==> config.mk <==
export PLATFORM = sky130hd
export DESIGN_NAME = conv_post_pool
export DESIGN_NICKNAME = d
export VERILOG_FILES = /design/src/rtl/conv_post_pool.sv
export SDC_FILE = /design/constraint.sdc
export NUM_CORES = 1
export LEC_CHECK = 0
export ABC_AREA = 1
export BUFFER_PORTS_ARGS = -buffer_cell sky130_fd_sc_hd__buf_2
export CORE_ASPECT_RATIO = 0.7
export CORE_UTILIZATION = 60
export DETAILED_ROUTE_END_ITERATION = 10
export PLACE_DENSITY = 0.91
export SLEW_MARGIN = 10
export SYNTH_ARGS = -nofsm -noshare
export SYNTH_HDL_FRONTEND = slang
export SYNTH_SLANG_ARGS = --single-unit
==> constraint.sdc <==
create_clock -name clk -period 6.8 [get_ports clk]
set_clock_uncertainty 0.1 [all_clocks]
set_input_delay 1.36 -clock clk [delete_from_list [all_inputs] [get_ports clk]]
set_output_delay 1.36 -clock clk [all_outputs]
set_load 0.05 [all_outputs]
==> src/rtl/conv_post_pool.sv <==
// Post-processing for the conv engine result stream: bias, optional ReLU, max-pool,
// round/shift/saturate to the sample width, then a small FIFO tagged with frame-last.
module conv_post_pool #(
  parameter int IN_W      = 23,
  parameter int OUT_W     = 10,
  parameter int SHIFT     = 4,
  parameter int POOL      = 2,
  parameter int FRAME_LEN = 8,
  parameter int DEPTH     = 4
) (
  input  logic                    clk,
  input  logic                    reset,
  input  logic signed [IN_W-1:0]  in_data,
  input  logic                    in_valid,
  output logic                    in_ready,
  input  logic signed [IN_W-1:0]  bias,
  input  logic                    relu_en,
  output logic signed [OUT_W-1:0] out_data,
  output logic                    out_valid,
  input  logic                    out_ready,
  output logic                    out_last
);

  localparam int SUM_W = IN_W + 1;
  localparam int Q_W   = IN_W + 2;
  localparam int WIN_W = (POOL > 1) ? $clog2(POOL) : 1;
  localparam int FR_W  = (FRAME_LEN > 1) ? $clog2(FRAME_LEN) : 1;
  localparam int PTR_W = (DEPTH > 1) ? $clog2(DEPTH) : 1;
  localparam int CNT_W = $clog2(DEPTH) + 1;

  localparam logic [WIN_W-1:0]     WIN_LAST = WIN_W'(POOL - 1);
  localparam logic [FR_W-1:0]      FR_LAST  = FR_W'(FRAME_LEN - 1);
  localparam logic [PTR_W-1:0]     PTR_LAST = PTR_W'(DEPTH - 1);
  localparam logic [CNT_W-1:0]     CNT_FULL = CNT_W'(DEPTH);
  localparam logic signed [Q_W-1:0] Q_RND   = Q_W'(2 ** (SHIFT - 1));
  localparam logic signed [Q_W-1:0] Q_MAX   = Q_W'(2 ** (OUT_W - 1) - 1);
  localparam logic signed [Q_W-1:0] Q_MIN   = ~Q_MAX;

  typedef enum logic {
    ST_EMPTY,
    ST_FILL
  } state_t;

  // Round half toward +inf, then arithmetic shift; the extra headroom bit keeps the add exact.
  function automatic logic signed [Q_W-1:0] round_shift(input logic signed [SUM_W-1:0] m);
    logic signed [Q_W-1:0] t;
    t = {m[SUM_W-1], m};
    t = t + Q_RND;
    return t >>> SHIFT;
  endfunction

  function automatic logic signed [OUT_W-1:0] saturate(input logic signed [Q_W-1:0] t);
    logic signed [Q_W-1:0] c;
    if (t > Q_MAX)      c = Q_MAX;
    else if (t < Q_MIN) c = Q_MIN;
    else                c = t;
    return c[OUT_W-1:0];
  endfunction

  state_t                    state_q, state_d;
  logic signed [SUM_W-1:0]   pool_q, pool_d;
  logic [WIN_W-1:0]          win_q, win_d;
  logic [FR_W-1:0]           frame_q, frame_d;
  logic [PTR_W-1:0]          wr_ptr_q, wr_ptr_d;
  logic [PTR_W-1:0]          rd_ptr_q, rd_ptr_d;
  logic [CNT_W-1:0]          count_q, count_d;
  logic signed [OUT_W-1:0]   mem_data_q [DEPTH];
  logic                      mem_last_q [DEPTH];

  logic                      acc, pop, push, push_last, closing;
  logic signed [SUM_W-1:0]   s, r, m;
  logic signed [OUT_W-1:0]   push_data;

  assign out_valid = (count_q != '0);
  assign in_ready  = (count_q < CNT_FULL);
  assign out_data  = out_valid ? mem_data_q[rd_ptr_q] : '0;
  assign out_last  = out_valid & mem_last_q[rd_ptr_q];

  assign s = {in_data[IN_W-1], in_data} + {bias[IN_W-1], bias};
  assign r = (relu_en && s[SUM_W-1]) ? '0 : s;

  always_comb begin
    state_d   = state_q;
    pool_d    = pool_q;
    win_d     = win_q;
    frame_d   = frame_q;
    push      = 1'b0;
    push_last = 1'b0;
    m         = r;
    acc       = in_valid & in_ready;
    pop       = out_valid & out_ready;
    // A short final window closes with the frame, so pooling never straddles frames.
    closing   = (win_q == WIN_LAST) || (frame_q == FR_LAST);

    case (state_q)
      ST_EMPTY: m = r;
      ST_FILL:  m = (pool_q > r) ? pool_q : r;
      default:  m = r;
    endcase

    if (acc) begin
      frame_d = (frame_q == FR_LAST) ? '0 : frame_q + FR_W'(1);
      if (closing) begin
        push      = 1'b1;
        push_last = (frame_q == FR_LAST);
        win_d     = '0;
        state_d   = ST_EMPTY;
      end else begin
        pool_d  = m;
        win_d   = win_q + WIN_W'(1);
        state_d = ST_FILL;
      end
    end
  end

  assign push_data = saturate(round_shift(m));

  always_comb begin
    wr_ptr_d = wr_ptr_q;
    rd_ptr_d = rd_ptr_q;
    count_d  = count_q;
    if (push) wr_ptr_d = (wr_ptr_q == PTR_LAST) ? '0 : wr_ptr_q + PTR_W'(1);
    if (pop)  rd_ptr_d = (rd_ptr_q == PTR_LAST) ? '0 : rd_ptr_q + PTR_W'(1);
    case ({push, pop})
      2'b10:   count_d = count_q + CNT_W'(1);
      2'b01:   count_d = count_q - CNT_W'(1);
      default: count_d = count_q;
    endcase
  end

  always_ff @(posedge clk) begin
    if (reset) begin
      state_q  <= ST_EMPTY;
      pool_q   <= '0;
      win_q    <= '0;
      frame_q  <= '0;
      wr_ptr_q <= '0;
      rd_ptr_q <= '0;
      count_q  <= '0;
    end else begin
      state_q  <= state_d;
      pool_q   <= pool_d;
      win_q    <= win_d;
      frame_q  <= frame_d;
      wr_ptr_q <= wr_ptr_d;
      rd_ptr_q <= rd_ptr_d;
      count_q  <= count_d;
    end
  end

  // Storage is not reset; outputs are gated by out_valid instead.
  always_ff @(posedge clk) begin
    if (push) begin
      mem_data_q[wr_ptr_q] <= push_data;
      mem_last_q[wr_ptr_q] <= push_last;
    end
  end

endmodule

Word level (Yosys, flattened, before mapping)
Memories as Yosys holds them, arrays and structs flattened. A register that Yosys moved wholly into a read port is not among the register bits.
Cells that the tools add are included.
{"block": "totals", "output_inout_bits": 13, "mem_bits_rw": 44, "regBits": 36, "mem_count": 2, "elab_cells": 58, "in_bits": 51}
{"memory": "mem_data_q", "depth": 4, "word_bits": 10, "read_ports": 1, "rd_clocked_by_memory_dff": 1, "write_ports": 1, "line": "67", "source": "logic signed [OUT_W-1:0] mem_data_q [DEPTH];"}
{"memory": "mem_last_q", "depth": 4, "word_bits": 1, "read_ports": 1, "rd_clocked_by_memory_dff": 1, "write_ports": 1, "line": "68", "source": "logic mem_last_q [DEPTH];"}
{"block": "classes", "muxes": 22, "magnitude_cmp": 4, "n_eq_ne": 5, "addsub": 8, "n_bitwise": 5, "reduce_logical": 5}
{"cell": "24-bit two-way mux", "n": 2}
{"cell": "24-bit one-hot mux with 2 select lines", "n": 1}
{"cell": "10-bit two-way mux", "n": 3}
{"cell": "24-bit by 5-bit adder with 25-bit output (second input constant)", "n": 1}
{"cell": "23-bit by 23-bit adder with 24-bit output", "n": 1}
{"cell": "24-bit > comparator", "n": 1}
{"cell": "21-bit by 10-bit > comparator with 1-bit output (second input constant)", "n": 1}
{"cell": "21-bit by 10-bit < comparator with 1-bit output (second input constant)", "n": 1}
{"cell": "2-bit two-way mux", "n": 6}
{"cell": "1-bit two-way mux", "n": 8}
{"cell": "3-bit by 1-bit adder with 3-bit output (second input constant)", "n": 2}
{"cell": "2-bit equality test (second input constant)", "n": 3}
{"cell": "3-bit one-hot mux with 2 select lines", "n": 1}
{"cell": "2-bit by 1-bit adder with 2-bit output (second input constant)", "n": 2}
{"cell": "1-bit AND", "n": 3}
{"cell": "3-bit equality test (second input constant)", "n": 1}
{"cell": "3-bit < comparator (second input constant)", "n": 1}
{"cell": "3-bit two-way mux", "n": 1}
{"cell": "3-bit nonzero test", "n": 1}
{"cell": "3-bit by 1-bit subtractor with 3-bit output (second input constant)", "n": 1}
{"cell": "2-bit by 1-bit equality test with 1-bit output (second input constant)", "n": 1}
{"cell": "1-bit NOT", "n": 2}
{"cell": "2-bit AND reduction", "n": 1}
{"cell": "2-bit nonzero test", "n": 1}
{"cell": "3 further kinds", "n": 3}

Logic depth before layout (Yosys ltp)
{"block": "logic_depth", "ltp_word": 10, "depth_mapped": 44, "depth_no_buf": 41}

Worst setup path before layout
No wires, ideal clock.
{"block": "synth_path", "path_kind": "in2reg", "from": "input in_data[0]", "to": "memory mem_data_q[0][0] (data pin)", "path_slack_ns": 1.060, "stages": 36, "setup_time_ns": 0.268, "arrival_ns": 5.372, "path_buffers": 2, "required_ns": 6.432, "cell_sequence": "ha_1 > inv_1 > fa_1 > inv_1 > nand3_1 > nand3_1 > nand2_1 > nand2_1 > nand3_1 > nand3b_1 > nand2_1 > inv_1 > nand2_1 > ha_1 > nand2_1 > nor2_1 > nand4_1 > nor2_4 > nand2_2 > nand3_1 > nand2_1 > nand3_2 > buf_4 > buf_4 > nand3_1 > nand2_1 > ha_1 > nand2_2 > nor2_4 > nand3_1 > nand2_1 > nand3_1 > nor3_1 > nand3_1 > nand2_2 > nand2_1"}
{"block": "synth_via", "elab_chain_cells": 10, "elab_cells_between_ends": 11, "classes_between": "add/sub: 2; order compare: 3; mux: 5; reduce/logical: 1"}
{"element": "start, declared", "line": "13", "source": "input logic signed [IN_W-1:0] in_data,"}
{"element": "23-bit by 23-bit adder with 24-bit output (*)", "line": "79", "source": "assign s = {in_data[IN_W-1], in_data} + {bias[IN_W-1], bias};"}
{"element": "1-bit logical AND", "line": "80", "source": "assign r = (relu_en && s[SUM_W-1]) ? '0 : s;"}
{"element": "24-bit two-way mux (*)", "line": "80"}
{"element": "24-bit > comparator", "line": "97", "source": "ST_FILL: m = (pool_q > r) ? pool_q : r;"}
{"element": "24-bit two-way mux", "line": "97"}
{"element": "24-bit one-hot mux with 2 select lines (*)", "line": "95", "source": "case (state_q)"}
{"element": "via m[4]", "line": "71", "source": "logic signed [SUM_W-1:0] s, r, m;"}
{"element": "24-bit by 5-bit adder with 25-bit output (*)", "line": "48", "source": "t = t + Q_RND;"}
{"element": "21-bit by 10-bit < comparator with 1-bit output", "line": "55", "source": "else if (t < Q_MIN) c = Q_MIN;"}
{"element": "10-bit two-way mux", "line": "55"}
{"element": "10-bit two-way mux (*)", "line": "54", "source": "if (t > Q_MAX) c = Q_MAX;"}
{"element": "via push_data[0]", "line": "72", "source": "logic signed [OUT_W-1:0] push_data;"}
{"element": "end, declared", "line": "67"}
Mark *: on every way through the listed nets, which the timed path passes. The rest lies on a longest branch.

Worst setup path after layout
{"block": "layout_path", "from": "input in_data[16]", "to": "memory mem_data_q[0][2] (data pin)"}
{"block": "layout_via", "elab_chain_cells": 10, "elab_cells_between_ends": 11, "classes_between": "add/sub: 2; order compare: 3; mux: 5; reduce/logical: 1"}
{"element": "23-bit by 23-bit adder with 24-bit output (*)", "line": "79"}
{"element": "1-bit logical AND", "line": "80"}
{"element": "24-bit two-way mux (*)", "line": "80"}
{"element": "24-bit > comparator", "line": "97"}
{"element": "24-bit two-way mux", "line": "97"}
{"element": "24-bit one-hot mux with 2 select lines (*)", "line": "95"}
{"element": "24-bit by 5-bit adder with 25-bit output (*)", "line": "48"}
{"element": "21-bit by 10-bit < comparator with 1-bit output", "line": "55"}
{"element": "10-bit two-way mux", "line": "55"}
{"element": "10-bit two-way mux (*)", "line": "54"}
{"element": "via push_data[2]", "line": "72"}
Marks and branches as above.

==> qor.csv <==
stage,metric,value,unit
critical_path,cp_common_cell,nand2_1,
critical_path,crit_type,input port to flop,
power_and_ir_drop,power.ir.vdd_worst,0.1812,mV
clock_tree,cts.sinks,81,
clock_tree,cts_tree,built,
sta,relSlewSlack,0.2391,
placed_design,place_congestion,1.037,
global_route,grt_max_degree,47,
cells_and_area,fill_cells,955,
logic_synthesis,yosys_warnings,0,
critical_path,r2r_setup_slack,2.74,ns
sta,tns,0,ns
logic_synthesis,yosysSeqAreaShare,0.2925,
logic_synthesis,yosysTopAreaCellShare,0.1874,
logic_synthesis,synth.most_common_cell,nand2_1,
global_route,grt_overflow,0,
clock_tree,clk_path_buf_depth,2,
floorplanning,core_area,0.01121,sq mm
run,maxCapViolCount,0,
cells_and_area,multiInputGateArea,0.004337,sq mm
clock_tree,clkSlewWorstSetupHoldPaths,0.06,ns
critical_path,end_kind,flop,
hold_path,hold_path.class,flop to flop,
global_route,antenna_found_initial,0,
logic_synthesis,yosysTopAreaCell,edfxtp_1,
route,drt_iter0_drc,795,
critical_path,rr_worst_depth,20,
hold_path,hold_start,pool_q[0]$_SDFFE_PP0P_,
critical_path,r2r_start,pool_q[23]$_SDFFE_PP0P_,
power_and_ir_drop,p_per_area,274.5,mW/mm^2
sta,rsz0062_at_grt,false,
cells_and_area,n_antenna_cell,0,
clock_tree,htreeDepth,3,
route,detail-route-antenna-nets,0,
status,outcome,finished clean,
global_route,top_usage_layer,met2,
floorplanning,dieWidth,131.6,um
critical_path,r2r_end,mem_data_q[0][2]$_DFFE_PP_,
logic_synthesis,synth-main-ff-cell,edfxtp_1,
sta,finalCritPeriodShare,0.9414,
global_route,grt_pass1_vias,6319,
clock_tree,cts-root-buf,clkbuf_16,
logic_synthesis,syn_inst,1072,
floorplanning,io_pins,64,
logic_synthesis,synth_cell_types,37,
logic_synthesis,yosys-top-cells-area,"edfxtp_1, nand2_1, dfxtp_1, ha_1, nor2_1",
sta,min_period,6.402,ns
global_route,met3_usage,0.08101,
global_route,grtUsageMet2,0.4480,
sta,setup_violations,0,
placed_design,dp_hpwl,14.10,mm
logic_synthesis,synth_edf_count,44,
route,drt-pass1-iter-count,6,
route,drc,0,
logic_synthesis,syn-mean-instance-area,6.577,sq um
floorplanning,rows,32,
hold_path,min_to,pool_q[0]$_SDFFE_PP0P_,
critical_path,startpoint_type,input port,
route,vias,7196,
cells_and_area,syn2layout_area_growth,11.39,%
cells_and_area,nNetsFinal,1242,
critical_path,worstPathArrival,6.36,ns
route,post_drt_via_cell_ratio,5.574,
critical_path,cpPeakStageDelay,0.44,ns
critical_path,worstPathMaxFanout,26,
cells_and_area,drive_gt1_frac,0.1134,
floorplanning,die_y,92.70,um
clock_tree,clk_latency,0.35,ns
route,wl_per_cell,14.35,um
sta,finalMaxSlewViolations,0,
sta,tightestPinTransition,1.137,ns
logic_synthesis,ys_ff_latch,81,
sta,final_hold_viol_count,0,
critical_path,cp_data_required_time,6.76,ns
global_route,grt_util_met1,0.4478,
floorplanning,die-area,0.01220,sq mm
floorplanning,initial_core_util,0.6289,
critical_path,cpMaxStageDelayCell,nand3_2,
sta,timing.fmax,156.2,MHz
logic_synthesis,syn_area,0.007051,sq mm
hold_path,whs_path_depth,2,
logic_synthesis,async_flop_share,0,
logic_synthesis,synth_common_cells,"nand2_1, nor2_1, inv_1",
global_route,grt_usage,0.3061,
power_and_ir_drop,p_leak,3.954,nW
logic_synthesis,syn-num-nets,1181,
route,drt_wl_total,18.52,mm
cells_and_area,post-route-util,0.7006,
global_route,grt_pass1_wl,29.73,mm
cells_and_area,regArea,0.002062,sq mm
placed_design,io_buffers,63,
clock_tree,cts_made_buffers,9,
report_power, final:
part           switching, W  internal [W]
registers         0.0000467      0.000579
clock network      0.000198      0.000321
logic              0.000703      0.000307
state kept, by name (all words and copies together) (netlist names), named ones only:
| name | flops |
|---|---|
| pool_q | 24 |
| mem_data_q | 40 |
| count_q | 3 |
| frame_q | 3 |
| rd_ptr_q | 2 |
| mem_last_q | 4 |
| state_q | 1 |
| wr_ptr_q | 2 |
what timing repair did:
item                                    in CTS  in global routing
endpoints found under the setup margin       0                 36
hold buffers                                 0                  0
resized for setup                            0                  3
buffers inserted                             0                  3
kinds of logic (layout without fill, tap and decap cells):
family                   after synthesis  in the layout  synth area share
AND/OR/NAND/NOR                      630            631            0.3856
AO/OA/AOI/OAI                        117            117           0.09441
flip-flops                            81             81            0.2925
XOR/XNOR                              20             20           0.02484
adder cells (fa/ha/maj)               58             58            0.1051
buffers and inverters                166            231           0.09760
placed cells by master (no fill, tap or decap), types with 2 or more instances in the layout:
cell,instances
clkbuf_1,2
clkinv_1,2
nor2_1,145
buf_4,13
nand2_2,16
dfxtp_1,37
edfxtp_1,44
nor2_4,3
a211oi_1,17
clkbuf_16,9
o211a_1,2
nand4_1,18
nand3_2,3
nor2_2,7
and2_1,3
xor2_1,16
nand2_1,330
fa_1,2
inv_1,133
inv_2,4
buf_2,63
bufinv_16,2
nand3_1,77
a21o_1,2
xnor2_1,4
nand3b_1,23
nor3_1,2
nand3_4,2
ha_1,56
a21oi_1,51
o21ai_0,41
area by class of cell:
class	instances	area share
multi-input combinational	826	0.5522
inverter	138	0.06596
clock buffer	11	0.02963
sequential	81	0.2625
clock inverter	5	0.01020
timing repair buffer	77	0.05512
tap	153	0.02437
routing by layer:
layer | up-vias | wire (um) | part of all wire
li1 | 3589 | - | -
met1 | 3175 | 8640 | 0.47
met2 | 405 | 7379 | 0.40
met3 | 27 | 2314 | 0.12
met4 | 0 | 186 | 0.010
met5 | - | 0 | 0
critical path, delay by kind of cell:
kind,cells,cell delay (ns)
simple gates,29,4.02
fa+ha+maj,2,0.61
buf+inv,3,0.36
how the worst max path moves through the flow:
stage                                      end         from  slack (ns)  depth (start not counted)
CTS                 mem_data_q[0][2]$_DFFE_PP_  in_data[10]        0.48                         32
detailed placement  mem_data_q[1][2]$_DFFE_PP_  in_data[10]        0.12                         32
global route        mem_data_q[0][2]$_DFFE_PP_     bias[16]       0.008                         34
finish              mem_data_q[0][2]$_DFFE_PP_  in_data[16]        0.40                         34
floorplan           mem_data_q[0][0]$_DFFE_PP_   in_data[0]        1.06                         36
global placement    mem_data_q[1][2]$_DFFE_PP_  in_data[18]        0.27                         32
through the flow:
stage	setup slack, ns	std cells	hold WS (ns)	area [sq um]	power (W)
2_1_floorplan	1.060	1072	0.3453	7051	0.001376
3_3_place_gp	0.2740	1271	0.3601	7487	0.001580
3_5_place_dp	0.1167	1271	0.3669	7487	0.001603
4_1_cts	0.4796	1287	0.3764	7800	0.002120
5_1_grt	0.007749	1291	0.3883	7854	0.002287
6_report	0.3982	1291	0.3748	7854	0.002155
No activity file was read; power rests on OpenSTA's default activity.
